==> config.mk <==
export PLATFORM = sky130hd
export DESIGN_NAME = counter_seq
export DESIGN_NICKNAME = d
export VERILOG_FILES = /design/src/rtl/counter_seq.sv
export SDC_FILE = /design/constraint.sdc
export NUM_CORES = 1
export LEC_CHECK = 0
export ABC_AREA = 1
export CELL_PAD_IN_SITES_DETAIL_PLACEMENT = 0
export CELL_PAD_IN_SITES_GLOBAL_PLACEMENT = 1
export CORE_MARGIN = 1
export CORE_UTILIZATION = 25
export CTS_BUF_LIST = sky130_fd_sc_hd__clkbuf_2
export CTS_CLUSTER_DIAMETER = 60
export CTS_CLUSTER_SIZE = 16
export DETAILED_ROUTE_END_ITERATION = 10
export MAX_ROUTING_LAYER = met4
export PLACE_DENSITY = 0.6
export SKIP_LAST_GASP = 1
export SYNTH_ARGS = -nofsm -noshare
export SYNTH_HDL_FRONTEND = slang
export SYNTH_SLANG_ARGS = --single-unit
==> constraint.sdc <==
create_clock -name clk -period 3.6 [get_ports clk]
set_clock_uncertainty 0.1 [all_clocks]
set_input_delay 0.72 -clock clk [delete_from_list [all_inputs] [get_ports clk]]
set_output_delay 0.72 -clock clk [all_outputs]
set_load 0.01 [all_outputs]
==> src/rtl/counter_seq.sv <==
// Command sequencer for an external up/down counter: queues segment commands in a 2-deep FIFO
// and runs each one to its limit. Define COUNTER_SEQ_AUTO_REVERSE_EN for endless limit-to-limit ping-pong.
module counter_seq #(
  parameter int WIDTH = 8,
  parameter int MAX   = 100,
  parameter int MIN   = 10
) (
  input  logic             clk,
  input  logic             rst,
  input  logic             cmd_valid,
  output logic             cmd_ready,
  input  logic             cmd_load,
  input  logic [3:0]       cmd_din,
  input  logic [3:0]       cmd_step,
  input  logic             cmd_up_down,
  input  logic             abort,
  output logic             busy,
  output logic             done,
  output logic [WIDTH-1:0] seg_cnt,
  output logic             cnt_en,
  output logic             cnt_set,
  output logic             cnt_up_down,
  output logic [3:0]       cnt_din,
  output logic [3:0]       cnt_step,
  input  logic [WIDTH-1:0] cnt_count,
  input  logic             cnt_finish
);

  localparam logic [WIDTH-1:0] MAX_C = WIDTH'(MAX);
  localparam logic [WIDTH-1:0] MIN_C = WIDTH'(MIN);

  typedef enum logic [1:0] {IDLE, LOAD, RUN, DONE} state_t;

  typedef struct packed {
    logic       load;
    logic [3:0] din;
    logic [3:0] step;
    logic       up_down;
  } cmd_t;

  cmd_t       fifo_mem [2];
  cmd_t       cmd_in;
  cmd_t       head;
  cmd_t       cur;
  logic       wr_ptr;
  logic       rd_ptr;
  logic [1:0] fifo_count;
  logic       fifo_full;
  logic       fifo_empty;
  logic       push;
  logic       pop;
  logic       term;
  logic       flip;
  state_t     state;
  state_t     state_next;

  // The counter's own limit flag plays no part in termination.
  logic unused_finish;
  assign unused_finish = cnt_finish;

  assign cmd_in     = {cmd_load, cmd_din, cmd_step, cmd_up_down};
  assign fifo_full  = (fifo_count == 2'd2);
  assign fifo_empty = (fifo_count == 2'd0);
  assign cmd_ready  = rst && !fifo_full && !abort;
  assign push       = cmd_valid && cmd_ready;
  assign head       = fifo_mem[rd_ptr];

  // NOTE: only pointers and occupancy are reset; entries are never read while empty,
  // so the storage array is left without a reset and maps onto plain registers/RAM.
  always_ff @(posedge clk) begin
    if (push) fifo_mem[wr_ptr] <= cmd_in;
  end

  // NOTE: sequential state uses non-blocking assignments so every flop samples pre-edge values.
  always_ff @(posedge clk or negedge rst) begin
    if (!rst) begin
      wr_ptr     <= 1'b0;
      rd_ptr     <= 1'b0;
      fifo_count <= 2'd0;
    end else if (abort) begin
      wr_ptr     <= 1'b0;
      rd_ptr     <= 1'b0;
      fifo_count <= 2'd0;
    end else begin
      if (push) wr_ptr <= ~wr_ptr;
      if (pop)  rd_ptr <= ~rd_ptr;
      fifo_count <= fifo_count + {1'b0, push} - {1'b0, pop};
    end
  end

  // First state of a freshly popped command; a zero step never enters RUN.
  function automatic state_t dispatch(input cmd_t c);
    if (c.load)              return LOAD;
    else if (c.step == 4'd0) return DONE;
    else                     return RUN;
  endfunction

  assign term = cur.up_down ? (cnt_count >= MAX_C) : (cnt_count <= MIN_C);

  // NOTE: every signal written here gets a default first, so no path can infer a latch.
  always_comb begin
    state_next = state;
    pop        = 1'b0;
    cnt_en     = 1'b0;
    cnt_set    = 1'b0;
    done       = 1'b0;
    flip       = 1'b0;
    case (state)
      IDLE: begin
        if (!fifo_empty) begin
          pop        = 1'b1;
          state_next = dispatch(head);
        end
      end
      LOAD: begin
        cnt_en     = 1'b1;
        cnt_set    = 1'b1;
        state_next = (cur.step == 4'd0) ? DONE : RUN;
      end
      RUN: begin
        cnt_en = !term;
        if (term) state_next = DONE;
      end
      DONE: begin
        done = 1'b1;
        if (!fifo_empty) begin
          pop        = 1'b1;
          state_next = dispatch(head);
        end else begin
`ifdef COUNTER_SEQ_AUTO_REVERSE_EN
          flip       = 1'b1;
          state_next = (cur.step == 4'd0) ? DONE : RUN;
`else
          state_next = IDLE;
`endif
        end
      end
      default: state_next = IDLE;
    endcase
    // Abort wins over everything, including the counter controls of this very cycle.
    if (abort) begin
      state_next = IDLE;
      pop        = 1'b0;
      cnt_en     = 1'b0;
      cnt_set    = 1'b0;
      done       = 1'b0;
      flip       = 1'b0;
    end
  end

  always_ff @(posedge clk or negedge rst) begin
    if (!rst) state <= IDLE;
    else      state <= state_next;
  end

  always_ff @(posedge clk or negedge rst) begin
    if (!rst) begin
      cur <= '0;
    end else if (pop) begin
      cur <= head;
    end else if (flip) begin
      cur.up_down <= ~cur.up_down;
    end
  end

  always_ff @(posedge clk or negedge rst) begin
    if (!rst)      seg_cnt <= '0;
    else if (done) seg_cnt <= seg_cnt + WIDTH'(1);
  end

  assign busy        = (state != IDLE) || !fifo_empty;
  assign cnt_din     = cur.din;
  assign cnt_step    = cur.step;
  assign cnt_up_down = cur.up_down;

endmodule
Yosys cells after proc, flatten, opt, wreduce, memory -nomap -nowiden. Memories as Yosys holds them, arrays and structs flattened. Cells that the tools add are included.

Output and inout port bits: 22. Logic and storage cells: 64. Flip-flop bits (word level): 23. Bits in writable memories: 20. Bits of input ports: 23. Memories kept: 1.

Eq/ne operators: 6. $lt $le $gt $ge: 2. Reduce and logical (&&, ||, !) cells: 17. Mux-type cells: 25. Bitwise operators: 2. Add/sub/neg operators: 3.

Memory list: fifo_mem (words 2, bits a word 10, read ports 1, clocked after memory_dff 0, write ports 1, line 41) `cmd_t fifo_mem [2];`.

Operators by type and width (count): 1-bit two-way mux (17); 2-bit two-way mux (6); 8-bit by 1-bit adder with 8-bit output, second input constant (1); 8-bit by 7-bit greater-or-equal comparator with 1-bit output, second input constant (1); 8-bit by 4-bit <= comparator with 1-bit output, second input constant (1); 4-bit logical NOT (2); 2-bit case mux with 4 select lines (1); 2-bit equality test, second input constant (3); 3-bit != test, second input constant (2); 2-bit nonzero test (3); 1-bit logical NOT (4); 2-bit logical NOT (2); 1-bit logical AND (3); 2-bit by 1-bit adder with 2-bit output (1); 2-bit by 1-bit equality test with 1-bit output, second input constant (1); 1-bit inverter (2); 1-bit case mux with 2 select lines (1); 2-bit AND reduction (1); 2-bit OR reduction (1); 2-bit by 1-bit subtractor with 2-bit output (1); 1-bit logical OR (1).

Longest topological paths before layout. Gate-level depths: netlist of run 1.

Depth in word-level cells: 8. Mapped depth: 11. Mapped depth without buffers: 10.

Worst setup path after synthesis of run 1. No wires, ideal clock.

Path type: input to register. Start point: input abort. End point: memory fifo_mem[1][0] in the netlist's numbering, enable pin. Stages on the path: 6. Path buffers: 1. Path slack: 1296 ps. Required time: 3124 ps. Arrival time: 1828 ps. Setup time: 376 ps. Cells stage by stage: buf_6 > inv_1 > nand2_1 > a21oi_2 > nand2_1 > nor2_1.

Longest elaborated chain between the ends: 5.

RTL lines: start: declaration (line 16) `input logic abort,`; 1-bit logical NOT (line 64) `assign cmd_ready = rst && !fifo_full && !abort;`; 1-bit logical AND (line 64); named net cmd_ready (line 11) `output logic cmd_ready,`; 1-bit logical AND (line 65) `assign push = cmd_valid && cmd_ready;`; 1-bit two-way mux (line 71) `if (push) fifo_mem[wr_ptr] <= cmd_in;`; 1-bit two-way mux (not written as such) (line 71); end: declaration (line 41).

The timed path passes the listed nets, and every way through them passes these cells.

Final worst setup path of run 1.
Start point: input cnt_count[4]. End point: output cnt_en.

Longest elaborated chain between the ends: 5. Elaborated cells on any way between the ends: 6. Classes of those cells: order compare: 2; mux: 3; reduce/logical: 1.

RTL lines: start: declaration (line 25) `input logic [WIDTH-1:0] cnt_count,`; 8-bit by 4-bit <= comparator with 1-bit output or 8-bit by 7-bit greater-or-equal comparator with 1-bit output (tied branches) (line 98) `assign term = cur.up_down ? (cnt_count >= MAX_C) : (cnt_count <= MIN_C);`; 1-bit two-way mux (*) (line 98); 1-bit logical NOT (*) (line 121) `cnt_en = !term;`; 1-bit case mux with 2 select lines (*) (line 108) `case (state)`; 1-bit two-way mux (*) (line 141) `if (abort) begin`; end: declaration (line 20) `output logic cnt_en,`.

Every way passes the cells marked *; elsewhere a longest branch is shown, timed or not.

==> results of run 1 <==
-- sequential cells by signal, indices dropped and copies added, names as in the netlist --
signal / count
fifo_mem: 20
fifo_count: 2
cnt_up_down: 1
cnt_din: 4
wr_ptr: 1
rd_ptr: 1
cnt_step: 4
seg_cnt: 8
state: 2
-- stage by stage --
stage	instance area (um2)	util, %	instances
2_1_floorplan	2000	-	192
6_report	2600	33.6	345
4_1_cts	2600	33.6	345
3_3_place_gp	2550	33.0	337
3_5_place_dp	2550	33.0	337
5_1_grt	2600	33.6	345
-- cell families after synthesis --
family,count (synthesis)
adders and majority gates,8
buffers and inverters,26
xor gates and xnor gates,9
muxes,2
DFF,43
AOI/OAI and AO/OA,17
and+or+nand+nor,87
-- synth_stat cells, drive strengths merged --
cell,instances
nand4,2
o31ai,5
a21oi,4
nor3,2
buf,4
dfrtp,23
o21ai,8
nand3,8
ha,8
xnor2,4
nor2,26
mux2,1
edfxtp,20
inv,22
xor2,5
nand2,49
mux2i,1
-- layer usage --
metal | vias up | GRT usage, %
met2 | 29 | 17.2
met5 | - | -
met1 | 603 | 12.2
met3 | 5 | 2.85
li1 | 719 | -
met4 | 0 | 4.37
-- final timing paths --
kind | to | cells past startpoint
min reg2reg | seg_cnt[7] | 1
max | cnt_en | 9
max reg2reg | fifo_count[1] | 10
min in group asynchronous | seg_cnt[0] | 2
min | seg_cnt[7] | 1
max in group asynchronous | seg_cnt[5] | 2
-- power by group through the flow --
stage / clock network (mW) / registers [mW] / logic [mW]
4_1_cts: 0.218 / 0.735 / 0.741
3_5_place_dp: 0 / 0.747 / 0.736
2_1_floorplan: 0 / 0.751 / 0.413
5_1_grt: 0.239 / 0.756 / 0.826
6_report: 0.206 / 0.731 / 0.727
3_3_place_gp: 0 / 0.742 / 0.737
-- final cells by class --
type / instances / area (um2)
fill: 795 / 5130
sequential: 43 / 1180
multi-input combinational: 123 / 703
timing repair buffer: 47 / 460
tap: 102 / 128
inverter: 22 / 85.1
clock buffer: 5 / 25.0
clock inverter: 3 / 20.0
-- layout by cell type, fill, tap and decap left out, types with 2 or more instances in the layout --
master	instances
o21ai_0	7
a21oi_1	3
edfxtp_1	20
nor2_2	2
nand3_1	8
nand2_1	49
clkdlybuf4s50_1	43
clkbuf_2	5
inv_1	20
ha_1	8
nand4_1	2
o31ai_2	3
buf_4	4
o31ai_1	2
nor2_8	2
xor2_1	5
dfrtp_1	23
xnor2_1	4
nor2_1	22
==> flow_summary.yaml, run 1 <==
run_status:
  status: "finished clean"
clocking:
  insertion_delay_ns: 0.42
  cts_setup_buffers: 0
  cts-root-buf: "clkbuf_2"
  cts_tree: "yes"
  cts.sinks: 43
  cts_resized: 0
  cts_buffers: 5
  cts_max_level: 2
  cts.clk_slew.worst_paths_ns: 0.19
  cts_buffer_depth: 2
  cts-hold-fix-buffers: 0
timing:
  drv_slew: 0
  grt_setup_unrepaired: "no"
  setup_slack_ns: 0.568
  fmax_mhz: 330
  slew_headroom_pct: 73.1
  min_period_ns: 3.03
  whs_ns: 0.387
  setup_violations: 0
  worst_pin_slew_ns: 0.403
  finalHoldViolCount: 0
  fin_crit_sh_pct: 84.2
  tns_ns: 0
setup_path:
  worstSetupStartpointType: "input port"
  setup.worst_path.class: "in -> out"
  path_buf_inv: 2
  timing.rr.start: "state[0]"
  max_stage_delay_ns: 0.55
  cp_slowest_cell: "clkdlybuf4s50_1"
  cp-end-kind: "output port"
  crit_family: "buffers and inverters"
  reg2reg_slack_ns: 1.55
  cp.arrival_ns: 2.21
  cpMostUsedCell: "nand2_1"
  required_ns: 2.78
  critPathLaunch: "cnt_count[4]"
  path_cells: "clkdlybuf4s50_1, nor2_1, nand2_1, nand2_1, nand2_1, nand2_1, nand3_1, a21oi_1, clkdlybuf4s50_1"
  path_max_fanout: 2
routing:
  highest_layer: "met4"
  route.met2.wl_um: 1800
  avgViaCountPerCell: 3.93
  drt-pass1-iter-count: 4
  drc_errors: 0
  drt-met1-wl_um: 1830
  vias: 1356
  routed_wl_um: 3870
  ant_nets: 0
  routed-wl-met3_um: 166
  detail_route.wl_per_cell_um: 11.2
  drtIter0Drc: 50
logic_synthesis:
  synth_top_family_by_area: "simple AND/OR/NAND/NOR gates"
  synth_compound_area_share_pct: 5.83
  avgSynthCellArea_um2: 10.4
  yosysUniqueCellTypes: 26
  ys_warn_count: 0
  synth_area_mm2: 0.00200
  yosysTopAreaCellShare_pct: 30.1
  synthesis.nets: 223
  synth_xor_area_share_pct: 3.95
  synth_mux_area_share_pct: 1.07
  synth_fa_ha_area_share_pct: 5.01
  synth_area_leader_cell: "edfxtp_1"
  ys_seq_area_share_pct: 58.9
  synth_area_leaders: "edfxtp_1, dfrtp_1, nand2_1, ha_1, nor2_1"
  synthCells: 192
  yosys.area_share.simple_pct: 19.4
  synth_seq_cells: 43
run:
  maxCapViolCount: 0
grt:
  grt_util_all_layers_pct: 10.5
  antenna_found_initial: 0
  grt_pass1_vias: 1412
  grt_first_pass_wirelength_um: 6580
  grt_overflow: 0
  grt_max_degree: 24
die:
  io_pins: 45
  die_area_mm2: 0.00835
  start_util_pct: 25.8
  row_count: 32
  die_w_um: 91.4
  coreArea_mm2: 0.00773
  die_y_um: 91.4
pwr:
  pwr-share-comb_pct: 43.7
  p_seq_share_pct: 43.9
  p_sw_mw: 0.640
  peakVddDrop_mv: 0.172
  p_sw_share_pct: 38.5
  clockPowerShare_pct: 12.4
  power.total_mw: 1.66
  p_per_area_mw_per_mm2: 641
  internal-power_mw: 1.02
  p_leak_nw: 1.13
layout:
  syn_to_final_growth_pct: 30.1
  antenna_cells: 0
  drive_above_1_share_pct: 9.47
  nets: 273
placed_design:
  finalWeightedCongestion: 0.720
  port_buffers: 43
  dp_slack_ns: 0.551
  dp_hpwl_um: 2860
hold_path:
  hold_class: "reg -> reg"
  hp-start: "seg_cnt[7]"
No activity file was read; power rests on OpenSTA's default activity.
==> run 2, diff against run 1 <==
Clock period 3.6 ns to 2.8 ns, I/O delays scaled along.
==> run 2 against run 1 <==
Setup slack worse by 0.30 ns; global-route usage is 0.20 points lower; combinational power is 29% higher; critical path depth is 5 lower; utilization is 0.23 points higher; clock-buffer cell count stayed put; cell area is 0.67% higher; non-clock buffer count is 2 higher; die area stayed put; sequential cell count stayed put; worst hold slack hardly changed; via count is 1.2% higher; critical path type unchanged; largest power group unchanged.
==> flow_summary.yaml, run 2 (same netlist as run 1, synthesis figures left out) <==
setup_path:
  crit_family: "buffers and inverters"
  path_cells: "clkdlybuf4s50_1, buf_4, nor2_8, clkdlybuf4s50_1"
  cpMostUsedCell: "clkdlybuf4s50_1"
  setup.worst_path.class: "in -> out"
  cp-end-kind: "output port"
  path_buf_inv: 3
  path_max_fanout: 7
  cp_slowest_cell: "clkdlybuf4s50_1"
  required_ns: 2.14
  cp.arrival_ns: 1.87
  worstSetupStartpointType: "input port"
  max_stage_delay_ns: 0.55
layout:
  final_cell_mix: "nand2_1, clkdlybuf4s50_1, dfrtp_1"
  syn_to_final_growth_pct: 31.0
  layout_commonest_cell: "nand2_1"
  antenna_cells: 0
  drive_above_1_share_pct: 10.2
  nets: 275
  top_register: "fifo_mem"
  finalNonFillerCells: 347
  top_regs: "fifo_mem x20, seg_cnt x8"
  largest_reg_flops: 20
timing:
  fin_crit_sh_pct: 90.4
  min_period_ns: 2.53
  tns_ns: 0
  grt_setup_unrepaired: "no"
  drv_slew: 0
  slew_headroom_pct: 71.1
  finalHoldViolCount: 0
  setup_violations: 0
  worst_pin_slew_ns: 0.434
  fmax_mhz: 395
die:
  row_count: 32
  coreArea_mm2: 0.00773
  start_util_pct: 25.8
  io_pins: 45
  die_y_um: 91.4
  die_w_um: 91.4
  die_area_mm2: 0.00835
placed_design:
  dp_hpwl_um: 2910
  port_buffers: 43
  finalWeightedCongestion: 0.731
  place_inst: 339
pwr:
  peakVddDrop_mv: 0.184
  p_sw_share_pct: 38.6
  pwr-share-comb_pct: 43.7
  p_sw_mw: 0.830
  p_seq_share_pct: 43.9
  clockPowerShare_pct: 12.4
  p_per_area_mw_per_mm2: 821
  internal-power_mw: 1.32
  p_leak_nw: 1.16
grt:
  grt_first_pass_wirelength_um: 6470
  use_met1_pct: 12.4
  antenna_found_initial: 0
  grt_max_degree: 24
  use_met2_pct: 16.7
  grt_util_all_layers_pct: 10.3
  grt_pass1_vias: 1363
  use_met3_pct: 2.68
  grt_overflow: 0
  gr-max-usage-layer: "met2"
clocking:
  cts.clk_slew.worst_paths_ns: 0.21
  cts_buffers: 5
  cts_max_level: 2
  cts-root-buf: "clkbuf_2"
  insertion_delay_ns: 0.40
  cts.sinks: 43
  cts_tree: "yes"
  cts_buffer_depth: 2
routing:
  avgViaCountPerCell: 3.95
  detail_route.wl_per_cell_um: 11.3
  routed_wl_um: 3920
  drc_errors: 0
  drt-pass1-iter-count: 4
  drtIter0Drc: 49
  vias: 1372
  ant_nets: 0
hold_path:
  hold_class: "reg -> reg"
run_status:
  status: "finished clean"
run:
  maxCapViolCount: 0
## run 2: power by group through the flow
| stage | logic [mW] | registers, mW | clock network [mW] |
|---|---|---|---|
| 2_1_floorplan | 0.531 | 0.966 | 0 |
| 3_3_place_gp | 0.948 | 0.956 | 0 |
| 3_5_place_dp | 0.952 | 0.961 | 0 |
| 4_1_cts | 0.957 | 0.946 | 0.281 |
| 5_1_grt | 1.06 | 0.970 | 0.308 |
| 6_report | 0.939 | 0.942 | 0.267 |
## run 2: final cells by class
cell class	count	area, um2
inverters	22	85.1
repair buffers	49	478
fillers	783	5110
well taps	102	128
clock inverters	3	20.0
multi-input cells	123	703
flip-flops and latches	43	1180
clock buffers	5	25.0
## run 2: worst register-to-register path: stages (launching register included)
cell     delay [ns]
dfrtp_1        0.47
inv_1          0.11
ha_1           0.33
nor2_2         0.13
inv_2          0.07
nor2_8         0.14
ha_1           0.25
inv_1          0.06
ha_1           0.14
xor2_1         0.14
nor2_1         0.05
## run 2: stage by stage
step / power, mW / area, um2 / util [%] / hold WS, ns / setup slack [ns]
final: 2.15 / 2620 / 33.8 / 0.386 / 0.268
after global routing: 2.34 / 2620 / 33.8 / 0.394 / 0.142
after CTS: 2.18 / 2610 / 33.8 / 0.391 / 0.0648
after detailed placement: 1.91 / 2570 / 33.2 / 0.361 / 0.0669
after global placement: 1.90 / 2570 / 33.2 / 0.360 / 0.0682
after floorplan: 1.50 / 2000 / - / 0.164 / 0.656
## run 2: layer usage
| layer | share of wire (%) | up-vias | wire [um] |
|---|---|---|---|
| li1 | - | 720 | - |
| met1 | 47 | 618 | 1860 |
| met2 | 47 | 27 | 1850 |
| met3 | 3.7 | 7 | 144 |
| met4 | 1.8 | 0 | 70 |
| met5 | 0 | - | 0 |
## run 2: worst paths after layout
check | startpoint | to | slack [ns] | depth (start not counted)
hold reg to reg | seg_cnt[7] | seg_cnt[7] | 0.39 | 1
setup reg to reg | state[0] | fifo_count[1] | 0.74 | 10
hold / removal | seg_cnt[7] | seg_cnt[7] | 0.39 | 1
setup / recovery | abort | done | 0.27 | 4
max in group asynchronous | rst | rd_ptr | 1.95 | 2
min in group asynchronous | rst | cnt_up_down | 0.41 | 2
## run 2: what timing repair did
action / 4_1_cts / 5_1_grt
hold buffers: 0 / 0
endpoints found under the setup margin: 0 / 1
buffers inserted: 0 / 0
resized for setup: 0 / 1
==> run 3, diff against run 2 <==
Settings changed: CORE_UTILIZATION 25 to 40, PLACE_DENSITY 0.6 to 0.86.
==> run 3 against run 2 <==
Sequential share of layout area increased by 0.43 points; cell count down 10%; setup slack lost 0.082 ns; clock power increased by 27%; die area shrank 37%; global-route usage rose by 4.0 points; total power grew 2.4%; critical endpoint is now cmd_ready; largest power group unchanged; highest routed layer unchanged.
==> flow_summary.yaml, run 3 (same netlist as run 1, synthesis figures left out) <==
run_status:
  status: "finished clean"
setup_path:
  critPathLaunch: "abort"
  reg2reg_slack_ns: 0.77
  worstSetupStartpointType: "input port"
  endpoint: "cmd_ready"
  path_max_fanout: 6
  cp.arrival_ns: 1.95
  setup.worst_path.class: "in -> out"
  cp-end-kind: "output port"
  timing.rr.start: "state[0]"
  required_ns: 2.14
  regToRegEndpoint: "fifo_count[1]"
  r2r_cells: 10
clocking:
  cts_tree: "yes"
  cts.clk_slew.worst_paths_ns: 0.18
  cts.sinks: 43
  cts-hold-fix-buffers: 0
  cts_buffer_depth: 2
  cts_buffers: 5
  cts-root-buf: "clkbuf_2"
  cts_max_level: 2
  insertion_delay_ns: 0.40
pwr:
  clockPowerShare_pct: 15.4
  peakVddDrop_mv: 0.370
  p_sw_mw: 0.793
  p_per_area_mw_per_mm2: 849
  p_sw_share_pct: 36.1
  p_seq_share_pct: 42.4
  pwr-share-comb_pct: 42.2
  internal-power_mw: 1.41
  p_leak_nw: 1.18
routing:
  ant_nets: 0
  avgViaCountPerCell: 4.39
  vias: 1369
  drtIter0Drc: 65
  drc_errors: 0
  routed_wl_um: 3350
  detail_route.wl_per_cell_um: 10.7
  drt-pass1-iter-count: 4
placed_design:
  finalWeightedCongestion: 0.765
  port_buffers: 43
  dp_hpwl_um: 2550
layout:
  layout_commonest_cell: "nand2_1"
  syn_to_final_growth_pct: 29.7
  drive_above_1_share_pct: 10.2
  fill_cells: 449
  nets: 275
  final_cell_mix: "nand2_1, clkdlybuf4s50_1, dfrtp_1"
  largest_reg_flops: 20
  top_regs: "fifo_mem x20, seg_cnt x8"
  antenna_cells: 0
  top_register: "fifo_mem"
die:
  die_area_mm2: 0.00528
  row_count: 25
  die_w_um: 72.7
  die_y_um: 72.7
  coreArea_mm2: 0.00475
  start_util_pct: 42.0
  io_pins: 45
grt:
  grt_max_degree: 24
  grt_pass1_vias: 1220
  grt_util_all_layers_pct: 14.4
  gr-max-usage-layer: "met2"
  use_met3_pct: 4.42
  grt_first_pass_wirelength_um: 5510
  use_met2_pct: 22.2
  grt_overflow: 0
  antenna_found_initial: 0
  use_met1_pct: 17.5
timing:
  fin_crit_sh_pct: 93.4
  whs_ns: 0.386
  drv_slew: 0
  min_period_ns: 2.61
  worst_pin_slew_ns: 0.397
  setup_violations: 0
  finalHoldViolCount: 0
  grt_setup_unrepaired: "no"
  slew_headroom_pct: 73.5
  tns_ns: 0
  fmax_mhz: 383
run:
  maxCapViolCount: 0
hold_path:
  hold_class: "reg -> reg"
run 3: cell count changes in the layout (fill, tap and decap cells not counted):
cell / change
bufinv_16: +1
clkinv_2: +1
clkinv_4: -1
clkinvlp_4: -1
run 3: critical path, stage by stage:
cell and delay, ns:
clkdlybuf4s50_1 0.41, inv_1 0.19, nand2_1 0.10, a21oi_2 0.14, clkdlybuf4s50_1 0.55
run 3: worst min path at each step:
stage / start / endpoint / cells after the start / slack [ns]
detailed placement: seg_cnt[7] / seg_cnt[7] / 1 / 0.36
global route: seg_cnt[7] / seg_cnt[7] / 1 / 0.40
global placement: seg_cnt[7] / seg_cnt[7] / 1 / 0.36
floorplan: rst / cnt_din[0] / 0 / 0.16
CTS: seg_cnt[7] / seg_cnt[7] / 1 / 0.39
finish: seg_cnt[7] / seg_cnt[7] / 1 / 0.39
run 3: metal layers:
metal  up-vias  part of all wire (%)
li1        727                     -
met1       602                    47
met2        34                    46
met3         6                   5.0
met4         0                   2.0
met5         -                     0
run 3: power by group through the flow:
stage               sequential (mW)  combinational (mW)  clock (mW)
CTS                           0.936               0.939       0.348
detailed placement            0.952               0.935           0
global placement              0.946               0.924           0
global route                  0.961                1.05       0.371
floorplan                     0.966               0.531           0
finish                        0.933               0.928       0.338
run 3: through the flow:
| step | setup slack [ns] | power [mW] | std cells | utilization (%) | instance area [um2] |
|---|---|---|---|---|---|
| after floorplan | 0.656 | 1.50 | 192 | - | 2000 |
| after global placement | 0.0831 | 1.87 | 304 | 53.1 | 2520 |
| after detailed placement | 0.0688 | 1.89 | 304 | 53.1 | 2520 |
| after CTS | 0.0644 | 2.22 | 312 | 54.4 | 2590 |
| after global routing | 0.0637 | 2.38 | 312 | 54.5 | 2590 |
| final | 0.186 | 2.20 | 312 | 54.5 | 2590 |
run 3: area by class of cell:
type                            count  area, um2  area share (%)
Inverter                           22       85.1            3.29
Tap cell                           67       83.8            3.24
Clock inverter                      3       38.8            1.50
Multi-Input combinational cell    123        703            27.1
Sequential cell                    43       1180            45.4
Timing Repair Buffer               49        478            18.5
Clock buffer                        5       25.0           0.966
run 3: repair_timing:
| action | 4_1_cts | 5_1_grt |
|---|---|---|
| gates resized for setup | 0 | 1 |
| setup endpoints to repair | 0 | 1 |
| endpoints found under the hold margin | 0 | 0 |
| setup buffers | 0 | 0 |
